==> config.mk <==
export PLATFORM = sky130hd
export DESIGN_NAME = icache_set_assoc
export DESIGN_NICKNAME = d
export VERILOG_FILES = /design/src/rtl/icache_set_assoc.sv
export SDC_FILE = /design/constraint.sdc
export NUM_CORES = 1
export LEC_CHECK = 0
export ABC_AREA = 1
export CAP_MARGIN = 20
export CORE_MARGIN = 3
export CORE_UTILIZATION = 35
export DETAILED_ROUTE_END_ITERATION = 8
export PLACE_DENSITY = 0.5
export SLEW_MARGIN = 20
export SYNTH_ARGS = -nofsm -noshare
export SYNTH_HDL_FRONTEND = slang
export SYNTH_SLANG_ARGS = --single-unit
==> constraint.sdc <==
create_clock -name clk -period 9.9 [get_ports clk]
set_input_delay 1.485 -clock clk [delete_from_list [all_inputs] [get_ports clk]]
set_output_delay 1.485 -clock clk [all_outputs]
set_load 0.005 [all_outputs]
==> src/rtl/icache_set_assoc.sv <==
// Read-only N-way set-associative instruction cache with true-LRU replacement.
// Hits answer one cycle after the lookup; misses fill a whole line word by word, then answer.
module icache_set_assoc #(
  parameter int CACHE_SIZE = 64,
  parameter int NUM_WAYS   = 4,
  parameter int NUM_BLOCKS = 2,
  parameter int BLOCK_SIZE = 4
) (
  input  logic        clk,
  input  logic        resetn,
  input  logic        proc_valid,
  output logic        proc_ready,
  input  logic [31:0] proc_addr,
  output logic [31:0] proc_rdata,
  output logic        mem_req_valid,
  input  logic        mem_req_ready,
  output logic [31:0] mem_req_addr,
  input  logic [31:0] mem_req_rdata,
  output logic        debug_miss
);

  localparam int LINE      = NUM_BLOCKS * BLOCK_SIZE;
  localparam int SETS      = CACHE_SIZE / (LINE * NUM_WAYS);
  localparam int OFF_BITS  = $clog2(LINE);
  localparam int IDX_BITS  = $clog2(SETS);
  localparam int IDX_W     = (IDX_BITS > 0) ? IDX_BITS : 1;
  localparam int WSEL_BITS = $clog2(NUM_BLOCKS);
  localparam int WSEL_W    = (WSEL_BITS > 0) ? WSEL_BITS : 1;
  localparam int TAG_W     = 32 - OFF_BITS - IDX_BITS;
  localparam int WAY_W     = (NUM_WAYS > 1) ? $clog2(NUM_WAYS) : 1;

  typedef enum logic [2:0] {IDLE, LOOKUP, FILL, RESPOND, TURN} state_t;

  state_t            state;
  logic [31:0]       req_addr;
  logic [WSEL_W-1:0] word_cnt;

  logic [TAG_W-1:0]  tag_mem   [SETS][NUM_WAYS];
  logic              valid_mem [SETS][NUM_WAYS];
  logic [WAY_W-1:0]  age_mem   [SETS][NUM_WAYS];
  logic [31:0]       data_mem  [SETS][NUM_WAYS][NUM_BLOCKS];
  logic [31:0]       fill_buf  [NUM_BLOCKS];

  logic [IDX_W-1:0]  req_idx;
  logic [TAG_W-1:0]  req_tag;
  logic [WSEL_W-1:0] req_wsel;
  logic [31:0]       line_base;

  assign req_idx   = (IDX_BITS > 0) ? req_addr[OFF_BITS +: IDX_W] : '0;
  assign req_tag   = req_addr[31 -: TAG_W];
  assign req_wsel  = (WSEL_BITS > 0) ? req_addr[2 +: WSEL_W] : '0;
  assign line_base = {req_addr[31:OFF_BITS], {OFF_BITS{1'b0}}};

  logic             hit;
  logic [WAY_W-1:0] hit_way;

  always_comb begin
    hit     = 1'b0;
    hit_way = '0;
    for (int w = 0; w < NUM_WAYS; w++) begin
      if (valid_mem[req_idx][w] && tag_mem[req_idx][w] == req_tag) begin
        hit     = 1'b1;
        hit_way = WAY_W'(w);
      end
    end
  end

  // Prefer the lowest empty way; only when the set is full fall back to the oldest age.
  logic             have_free;
  logic [WAY_W-1:0] victim;

  always_comb begin
    have_free = 1'b0;
    victim    = '0;
    for (int w = 0; w < NUM_WAYS; w++) begin
      if (!have_free && !valid_mem[req_idx][w]) begin
        have_free = 1'b1;
        victim    = WAY_W'(w);
      end
    end
    if (!have_free) begin
      for (int w = 0; w < NUM_WAYS; w++) begin
        if (age_mem[req_idx][w] == WAY_W'(NUM_WAYS - 1)) victim = WAY_W'(w);
      end
    end
  end

  logic             fill_last;
  logic             touch;
  logic [WAY_W-1:0] touch_way;
  logic [WAY_W-1:0] touch_age;

  assign fill_last = (state == FILL) && mem_req_ready && (word_cnt == WSEL_W'(NUM_BLOCKS - 1));
  assign touch     = ((state == LOOKUP) && hit) || fill_last;
  assign touch_way = (state == LOOKUP) ? hit_way : victim;
  assign touch_age = age_mem[req_idx][touch_way];

  // Line storage needs no reset: a way's contents only matter once its valid bit is set.
  always_ff @(posedge clk) begin
    if (state == FILL && mem_req_ready) fill_buf[word_cnt] <= mem_req_rdata;
    if (fill_last) begin
      tag_mem[req_idx][victim] <= req_tag;
      for (int b = 0; b < NUM_BLOCKS; b++) begin
        data_mem[req_idx][victim][b] <= (b == NUM_BLOCKS - 1) ? mem_req_rdata : fill_buf[b];
      end
    end
  end

  always_ff @(posedge clk) begin
    if (resetn) begin
      state         <= IDLE;
      req_addr      <= '0;
      word_cnt      <= '0;
      proc_ready    <= 1'b0;
      proc_rdata    <= '0;
      mem_req_valid <= 1'b0;
      mem_req_addr  <= '0;
      debug_miss    <= 1'b0;
      for (int s = 0; s < SETS; s++) begin
        for (int w = 0; w < NUM_WAYS; w++) begin
          valid_mem[s][w] <= 1'b0;
          age_mem[s][w]   <= WAY_W'(w);
        end
      end
    end else begin
      proc_ready <= 1'b0;
      debug_miss <= 1'b0;
      if (touch) begin
        for (int w = 0; w < NUM_WAYS; w++) begin
          if (WAY_W'(w) == touch_way) age_mem[req_idx][w] <= '0;
          else if (age_mem[req_idx][w] < touch_age) age_mem[req_idx][w] <= age_mem[req_idx][w] + WAY_W'(1);
        end
      end
      if (fill_last) valid_mem[req_idx][victim] <= 1'b1;
      unique case (state)
        IDLE: begin
          if (proc_valid) begin
            req_addr <= proc_addr;
            state    <= LOOKUP;
          end
        end
        LOOKUP: begin
          if (hit) begin
            proc_ready <= 1'b1;
            proc_rdata <= data_mem[req_idx][hit_way][req_wsel];
            state      <= TURN;
          end else begin
            debug_miss    <= 1'b1;
            mem_req_valid <= 1'b1;
            mem_req_addr  <= line_base;
            word_cnt      <= '0;
            state         <= FILL;
          end
        end
        FILL: begin
          if (mem_req_ready) begin
            if (word_cnt == WSEL_W'(NUM_BLOCKS - 1)) begin
              mem_req_valid <= 1'b0;
              state         <= RESPOND;
            end else begin
              word_cnt     <= word_cnt + WSEL_W'(1);
              mem_req_addr <= mem_req_addr + 32'd4;
            end
          end
        end
        RESPOND: begin
          proc_ready <= 1'b1;
          proc_rdata <= fill_buf[req_wsel];
          state      <= TURN;
        end
        TURN: state <= IDLE;
        default: state <= IDLE;
      endcase
    end
  end

endmodule

Word level (Yosys, flattened, before mapping)
Memories as Yosys holds them, arrays and structs flattened. A register that Yosys moved wholly into a read port is not among the register bits.
Index checks and enable logic that the tools add are counted.
W data, S select, Z words.

cells by class
  add/subtract/negate cells = 6
  order comparisons = 9
  equal/unequal tests = 20
  multiplexer cells = 381
  bitwise gates (word level) = 265
  reduce and logical (&&, ||, !) cells = 30

operators by type and width
  operator                 count
  $mux W256                2
  $mux W1                  329
  $or A1 B1 Y1             260
  $demux W64 S2            2
  $mux W32                 8
  $mux W64                 3
  $bmux W64 S2             1
  $pmux W32 S2             2
  $eq A28 B28 Y1           4
  $mux W112                1
  $demux W28 S2            1
  $add A32 B3 Y32 const B  1
  $mux W2                  16
  $mux W28                 1
  $mux W4                  4
  $mux W3                  4
  $ne A2 B2 Y1 const B     6
  $pmux W3 S4              1
  $logic_and A1 B1 Y1      11
  $ge A3 B3 Y1 const B     3
  $not A2 Y3               3
  $add A2 B1 Y2 const B    4
  $eq A2 B2 Y1 const B     4
  $lt A2 B2 Y1             4
  other kinds (24)         36

storage, ports and cells
  flip-flop bits (word level) = 103
  bits in writable memories = 824
  bits of input ports = 68
  output and inout port bits = 67
  logic and storage cells = 724
  memories = 5

memory list
  name       depth  bits a word  rd ports  clocked after Yosys merged registers in  write ports  line  text
  data_mem   2      256          1         1                                        1            41    logic [31:0] data_mem [SETS][NUM_WAYS][NUM_BLOCKS];
  tag_mem    2      112          1         1                                        1            38    logic [TAG_W-1:0] tag_mem [SETS][NUM_WAYS];
  fill_buf   2      32           2         1                                        1            42    logic [31:0] fill_buf [NUM_BLOCKS];
  age_mem    2      8            1         1                                        2            40    logic [WAY_W-1:0] age_mem [SETS][NUM_WAYS];
  valid_mem  2      4            1         1                                        2            39    logic valid_mem [SETS][NUM_WAYS];

Depth between registers and ports, before layout
Gate-level depths: netlist of run 1.

  word-level depth = 28
  depth in mapped cells = 26
  mapped depth without buffers = 24

Worst setup path after synthesis of run 1
No wires, ideal clock.

  kind = input to register
  start = in mem_req_ready
  end = mem data_mem[0][0] (netlist name), enable pin
  setup time = 0.544 ns
  arrival = 7.923 ns
  data required time = 9.356 ns
  slack = 1.434 ns
  stages on the path = 10
  path buffers = 2
  cell sequence = nor2_1 > nor2_1 > inv_1 > nor2_1 > inv_1 > nor2_1 > nand2_1 > clkbuf_1 > clkbuf_1 > nor2_1

between the ends
  longest elaborated chain between the ends = 5
  elaborated cells on any way between the ends = 6
  those cells by class = mux (3); bitwise (1); reduce/logical (2)

RTL lines
  item                                  line  text
  from (decl)                           16    input logic mem_req_ready,
  $logic_and A1 B1 Y1 (*) (2 in a row)  93    assign fill_last = (state == FILL) && mem_req_ready && (word_cnt == WSEL_W'(NUM_BLOCKS - 1));
  net fill_last                         88    logic fill_last;
  $mux W1 (*)                           101   if (fill_last) begin
  $mux W256                             104   data_mem[req_idx][victim][b] <= (b == NUM_BLOCKS - 1) ? mem_req_rdata : fill_buf[b];
  $or A1 B1 Y1 (no line) (*)            --
  to (decl)                             41

Mark *: on every way through the listed nets, which the timed path passes. The rest lies on a longest branch.

==> flow_metrics.env, run 1 <==
export IMPL_hp_class="reg2reg"
export IMPL_synth_area_top_cells="edfxtp_1 (62%), nand2_1 (10%), dfxtp_1 (5.1%), nand3_1 (4.9%), o21ai_0 (3.4%)"
export IMPL_postCtsHoldBufs=0
export IMPL_crit_slowest_cell="buf_4"
export IMPL_layout_setup_ws_ps=3850
export IMPL_chipWidth_um=343
export IMPL_clock_path_buffers=3
export IMPL_p_leak_uw=0.0169
export IMPL_yosys_most_used_dff="edfxtp_1"
export IMPL_synth_edf_count=824
export IMPL_ys_warn_count=0
export IMPL_viasPerCell=5.11
export IMPL_max_slew_margin=0.222
export IMPL_grt_pass1_wl_um=175000
export IMPL_tightest_slew_ps=1160
export IMPL_rsz0062_at_grt="false"
export IMPL_slowest_delay_ps=710
export IMPL_post_route_util=0.408
export IMPL_grt_overflow=0
export IMPL_rows=123
export IMPL_grt_start_max_net_pins=185
export IMPL_drt_iter0_drc=2228
export IMPL_fin_skew_ps=29.9
export IMPL_ctsResizeCount=0
export IMPL_synthCells=3844
export IMPL_powerDensity_nw_per_um2=215
export IMPL_cts_root_buffer="clkbuf_16"
export IMPL_crit_chain="buf_12 > buf_4 > nand2_1 > nand2_1 > nand2_1 > nand2_1 > nand3_1 > nor2_1 > nand2_1 > nor2_4 > nand2_1 > and2_4 > buf_4 > o21ai_1 > nand3_1 > nand3_1 > nand3_1 > a21oi_1"
export IMPL_path_clk_slew_ps=60
export IMPL_wl_per_cell_um=21.6
export IMPL_crit_required_ps=10520
export IMPL_cts_tree="yes"
export IMPL_place_area_um2=42600
export IMPL_regArea_um2=26800
export IMPL_synth_top_area_share=0.622
export IMPL_hold_viol=0
export IMPL_yosys_area_top_type="edfxtp_1"
export IMPL_status="completed"
export IMPL_ant_nets=0
export IMPL_htreeDepth=3
export IMPL_grt_usage=0.198
export IMPL_final_area_um2=46000
export IMPL_antenna_found_initial=2
export IMPL_r2r_slack_ps=3850
export IMPL_clock_sinks=925
export IMPL_wirelength_um=119000
export IMPL_cts_buffers=103
export IMPL_core_area_um2=113000
export IMPL_synth_cell_type_count=37
export IMPL_synth_seq_cells=925
export IMPL_nets=3981
export IMPL_synthArstFlopShare=0
export IMPL_synth_seq_area_share=0.673
export IMPL_dieArea_um2=118000
export IMPL_initial_core_util=0.353
export IMPL_end_kind="flop"
export IMPL_syn_area_um2=39800
export IMPL_first_global_vias=26800
export IMPL_netlist_top_cells_count="nand2_1 (1055), edfxtp_1 (824), nand3_1 (388)"
export IMPL_crit_path_start_kind="flop"
export IMPL_crit_type="reg2reg"
export IMPL_drc=0
export IMPL_io_pins=135
export IMPL_crit_top_cell="nand2_1"
export IMPL_multiInputGateArea_um2=11700
export IMPL_ir_drop_v=0.000149
export IMPL_fin_tns_setup_ps=0
export IMPL_fmax_mhz=165
export IMPL_setup_viol=0
export IMPL_synthMostInstantiatedCell="nand2_1"
export IMPL_arrival_ps=6660
export IMPL_drive_gt1_frac=0.0673
export IMPL_totalPowerFinal_uw=9900
export IMPL_die_height_um=343
export IMPL_max_cap_violations=0
export IMPL_globalplace_congestion=0.800
export IMPL_slew_viol_final=0
export IMPL_first_pass_iters=5
export IMPL_clk_latency_ps=680
export IMPL_portBuffers=130
export IMPL_syn_to_final_growth_pct=15.5
export IMPL_fill_cells=10900
export IMPL_min_period_over_period=0.611
export IMPL_detailroute_via_count=28100
export IMPL_cts_setup_buffers=0
export IMPL_cp_max_fo=184
export IMPL_hpwl_um=62100
export IMPL_post_place_ws_ps=3370
export IMPL_period_minus_slack_ps=6050
export IMPL_syn_area_per_cell_um2=10.4
[worst paths after layout]
check	from	to	depth (start not counted)
hold / removal	mem_req_valid	mem_req_valid	2
setup reg to reg	flop	proc_rdata[24]	18
hold reg to reg	mem_req_valid	mem_req_valid	2
setup / recovery	flop	proc_rdata[24]	18
[where the power goes]
part	leakage (uW)	internal (uW)	switching (uW)	total [uW]
logic	0.00696	481	965	1450
clock network	0.00162	2190	1570	3760
registers	0.00828	4450	247	4700
[layer usage]
layer / part of all wire / GRT usage
met3: 0.053 / 0.0285
met5: 0 / 0
met1: 0.44 / 0.266
met4: 0.030 / 0.0658
met2: 0.48 / 0.331
[critical path, delay by kind of cell (launching register included)]
kind                   cells  cell delay (ps)
AOI/OAI and AO/OA          2              340
and+or+nand+nor           13             2630
DFF                        1              700
buffers and inverters      3             1900
[cells in the final DEF, fill, tap and decap left out, types with 3 or more instances in the layout]
| master | netlist | routed |
|---|---|---|
| a21oi_1 | 147 | 147 |
| a31oi_1 | 10 | 10 |
| buf_4 | 6 | 41 |
| bufinv_16 | 0 | 5 |
| clkbuf_1 | 163 | 40 |
| clkbuf_16 | 0 | 106 |
| clkbuf_8 | 0 | 11 |
| clkdlybuf4s50_1 | 0 | 130 |
| clkinv_1 | 7 | 19 |
| clkinv_2 | 0 | 12 |
| dfxtp_1 | 101 | 98 |
| edfxtp_1 | 824 | 824 |
| ha_1 | 5 | 5 |
| inv_1 | 147 | 145 |
| inv_2 | 10 | 10 |
| inv_4 | 0 | 3 |
| mux2_2 | 32 | 32 |
| nand2_1 | 1055 | 1050 |
| nand2_4 | 0 | 4 |
| nand3_1 | 388 | 387 |
| nand4_1 | 77 | 77 |
| nor2_1 | 351 | 337 |
| nor2_2 | 2 | 3 |
| nor2_4 | 0 | 13 |
| nor3_1 | 14 | 13 |
| o211ai_1 | 7 | 7 |
| o21ai_0 | 271 | 271 |
| o21ai_1 | 111 | 111 |
| o221ai_1 | 8 | 8 |
| o22ai_1 | 5 | 5 |
| or2_2 | 8 | 8 |
| xnor2_1 | 7 | 7 |
| xor2_1 | 30 | 30 |
[flip-flops by register name, summed over array words and instances, names as in the netlist, named ones only]
register       count
mem_req_valid      1
data_mem         512
word_cnt           1
mem_req_addr      30
age_mem           16
state              3
req_addr          30
fill_buf          64
tag_mem          224
valid_mem          8
debug_miss         1
proc_rdata        32
proc_ready         1
[logic make-up (layout without fill, tap and decap cells)]
| logic type | Yosys count | after routing | share of synthesized area |
|---|---|---|---|
| other cells | 1 | 4 | 0.0000942 |
| simple gates | 1901 | 1901 | 0.198 |
| fa+ha+maj | 5 | 5 | 0.00157 |
| flops | 925 | 925 | 0.673 |
| xor+xnor | 37 | 37 | 0.00814 |
| buf+inv | 380 | 532 | 0.0377 |
| mux | 32 | 32 | 0.00906 |
| compound gates | 563 | 563 | 0.0729 |
[final cells by class]
type	instances	area share
clock inverter	37	0.00787
antenna	2	0.000109
timing repair buffer	174	0.0365
sequential	925	0.583
multi-input combinational	2540	0.254
tap	1500	0.0408
inverter	164	0.0136
clock buffer	157	0.0643
[through the flow]
| stage | std cells | hold WS, ps |
|---|---|---|
| after global routing | 5497 | 523 |
| after global placement | 5302 | 511 |
| after floorplan | 3845 | 462 |
| final | 5499 | 506 |
| after detailed placement | 5302 | 513 |
| after CTS | 5496 | 523 |
No activity file was read; power rests on OpenSTA's default activity.
==> inputs of run 2 (changes only) <==
--- a/config.mk
+++ b/config.mk
@@ -10,7 +10,7 @@
 export CORE_MARGIN = 3
 export CORE_UTILIZATION = 35
 export DETAILED_ROUTE_END_ITERATION = 8
-export PLACE_DENSITY = 0.5
+export PLACE_DENSITY = 0.52
 export SLEW_MARGIN = 20
 export SYNTH_ARGS = -nofsm -noshare
 export SYNTH_HDL_FRONTEND = slang
==> constraint.sdc (replaced) <==
create_clock -name clk -period 5.3 [get_ports clk]
set_input_delay 0.795 -clock clk [delete_from_list [all_inputs] [get_ports clk]]
set_output_delay 0.795 -clock clk [all_outputs]
set_load 0.005 [all_outputs]
==> run 2 against run 1 <==
Effect of this change:
- clock skew rose by 44 ps
- routed wire length is 1.2% lower
- final area is 0.61% higher
- clock power up 86%
- fmax up 41%
- count of clock-buffer cells in the layout is 12 lower
- core utilization grew 0.25 points
- combinational power grew 89%
- flip-flop and latch count is the same
- global-route usage fell by 0.27 points
- largest cell class unchanged
==> flow_metrics.env, run 2 (same netlist as run 1, synthesis figures left out) <==
export IMPL_status="completed"
export IMPL_clk_latency_ps=710
export IMPL_worstHoldPathCells=2
export IMPL_largest_reg_flops=512
export IMPL_cts_root_buffer="clkbuf_16"
export IMPL_die_height_um=343
export IMPL_core_area_um2=113000
export IMPL_p_leak_uw=0.0170
export IMPL_crit_type="reg2reg"
export IMPL_cp_max_fo=124
export IMPL_max_cap_violations=0
export IMPL_slew_viol_final=0
export IMPL_pwr_share_comb=0.148
export IMPL_detailroute_via_count=28300
export IMPL_path_delay_family="simple AND/OR/NAND/NOR gates"
export IMPL_p_int_uw=13300
export IMPL_hp_class="reg2reg"
export IMPL_grt_usage=0.196
export IMPL_htreeDepth=3
export IMPL_viasPerCell=5.14
export IMPL_worst_path_stages=19
export IMPL_powerDensity_nw_per_um2=400
export IMPL_grt_overflow=0
export IMPL_drc=0
export IMPL_hpwl_um=62900
export IMPL_grt_pass1_wl_um=173000
export IMPL_clkPwrFrac=0.379
export IMPL_switchingPower_uw=5240
export IMPL_hold_viol=0
export IMPL_setup_viol=0
export IMPL_dieArea_um2=118000
export IMPL_fin_tns_setup_ps=0
export IMPL_drive_gt1_frac=0.0741
export IMPL_globalplace_congestion=0.801
export IMPL_totalPowerFinal_uw=18500
export IMPL_crit_top_cell="nand2_1"
export IMPL_rows=123
export IMPL_wirelength_um=117000
export IMPL_grt_start_max_net_pins=172
export IMPL_ir_drop_v=0.000234
export IMPL_regToRegEndpoint="age_mem[0][5]"
export IMPL_nets=3991
export IMPL_hold_slack_ps=470
export IMPL_fill_cells=10800
export IMPL_first_pass_iters=5
export IMPL_antenna_found_initial=4
export IMPL_final_area_um2=46200
export IMPL_first_global_vias=26900
export IMPL_fmax_mhz=233
export IMPL_hold_end="mem_req_valid"
export IMPL_end_kind="flop"
export IMPL_initial_core_util=0.353
export IMPL_clock_path_buffers=3
export IMPL_ant_nets=0
export IMPL_portBuffers=130
export IMPL_cts_tree="yes"
export IMPL_period_minus_slack_ps=4280
export IMPL_io_pins=135
export IMPL_postCtsHoldBufs=0
export IMPL_multiInputGateArea_um2=11700
export IMPL_holdCritStartpoint="mem_req_valid"
export IMPL_r2r_cells=19
export IMPL_p_seq_frac=0.473
export IMPL_crit_required_ps=5700
export IMPL_wl_per_cell_um=21.3
export IMPL_clock_sinks=925
export IMPL_tightest_slew_ps=1080
export IMPL_r2r_slack_ps=1020
export IMPL_rsz0062_at_grt="false"
export IMPL_cts_buffers=102
export IMPL_syn_to_final_growth_pct=16.2
export IMPL_path_clk_slew_ps=60
export IMPL_fin_skew_ps=73.7
export IMPL_crit_buf_inv=4
export IMPL_place_area_um2=42900
export IMPL_regMostFlops="data_mem"
export IMPL_min_period_over_period=0.808
export IMPL_mostFrequentLayoutCells="nand2_1 (1050), edfxtp_1 (824), nand3_1 (387)"
export IMPL_chipWidth_um=343
export IMPL_layout_commonest_cell="nand2_1"
export IMPL_crit_path_start_kind="flop"
export IMPL_crit_slowest_cell="inv_8"
export IMPL_cts_setup_buffers=0
export IMPL_arrival_ps=4690
export IMPL_drt_iter0_drc=2336
export IMPL_swShare=0.283
export IMPL_regArea_um2=26800
export IMPL_slowest_delay_ps=600
export IMPL_crit_chain="inv_8 > nand2_1 > nand3_1 > o21ai_0 > nor2_1 > nand2_1 > inv_1 > nand2_1 > nor2_4 > nand2_1 > nand2_2 > inv_2 > nand2_1 > nand3_1 > nand2_1 > nand2_1 > inv_2 > nand2_1 > nand2_1"
export IMPL_top_regs="data_mem: 512 flops, tag_mem: 224 flops, fill_buf: 64 flops"
export IMPL_max_slew_margin=0.278
export IMPL_ctsResizeCount=0
[run 2: cell count changes in the layout (fill, tap and decap cells not counted), sizes merged, moves of 2 or more]
cell    delta
clkbuf    -12
buf       +11
clkinv    +17
inv        -3
bufinv     -2
[run 2: final cells by class]
| class | instances | share of cell area |
|---|---|---|
| antenna | 3 | 0.000162 |
| clock buffer | 145 | 0.0634 |
| clock inverter | 48 | 0.00942 |
| inverter | 164 | 0.0136 |
| multi-input combinational | 2540 | 0.253 |
| sequential | 925 | 0.579 |
| tap | 1500 | 0.0406 |
| timing repair buffer | 185 | 0.0411 |
[run 2: worst reg2reg max path: cells and delay by family, from the launching register on]
kind / cells / cell delay [ps]
buffers and inverters: 4 / 970
flip-flops: 1 / 430
AND/OR/NAND/NOR: 14 / 2470
AO/OA/AOI/OAI: 1 / 130
[run 2: per-layer routing]
layer | global-route usage | part of all wire | up-vias
met1 | 0.263 | 0.43 | 13800
li1 | - | - | 13500
met4 | 0.0516 | 0.024 | 0
met3 | 0.0285 | 0.060 | 178
met2 | 0.331 | 0.48 | 814
met5 | 0 | 0 | -
[run 2: worst max-delay path by stage]
stage	from	end	slack, ps
3_5_place_dp	flop	age_mem[0][5]	1050
3_3_place_gp	flop	age_mem[0][0]	1100
4_1_cts	flop	age_mem[0][2]	1030
5_1_grt	flop	age_mem[0][2]	590
2_1_floorplan	state[2]	data_mem[0][192]	-310
6_report	flop	age_mem[0][5]	1020
[run 2: through the flow]
step | cells | worst slack (ps) | utilization
3_3_place_gp | 5314 | 1100 | 0.381
6_report | 5510 | 1020 | 0.410
2_1_floorplan | 3845 | -311 | -
3_5_place_dp | 5314 | 1050 | 0.381
5_1_grt | 5507 | 595 | 0.410
4_1_cts | 5507 | 1030 | 0.410
[run 2: power groups by stage]
stage | Combinational [uW] | Clock (uW) | Sequential [uW]
after floorplan | 1750 | 0 | 8710
after global placement | 2730 | 0 | 8900
after detailed placement | 2750 | 0 | 8900
after CTS | 2760 | 7150 | 8750
after global routing | 3070 | 7440 | 8800
final | 2740 | 7000 | 8750
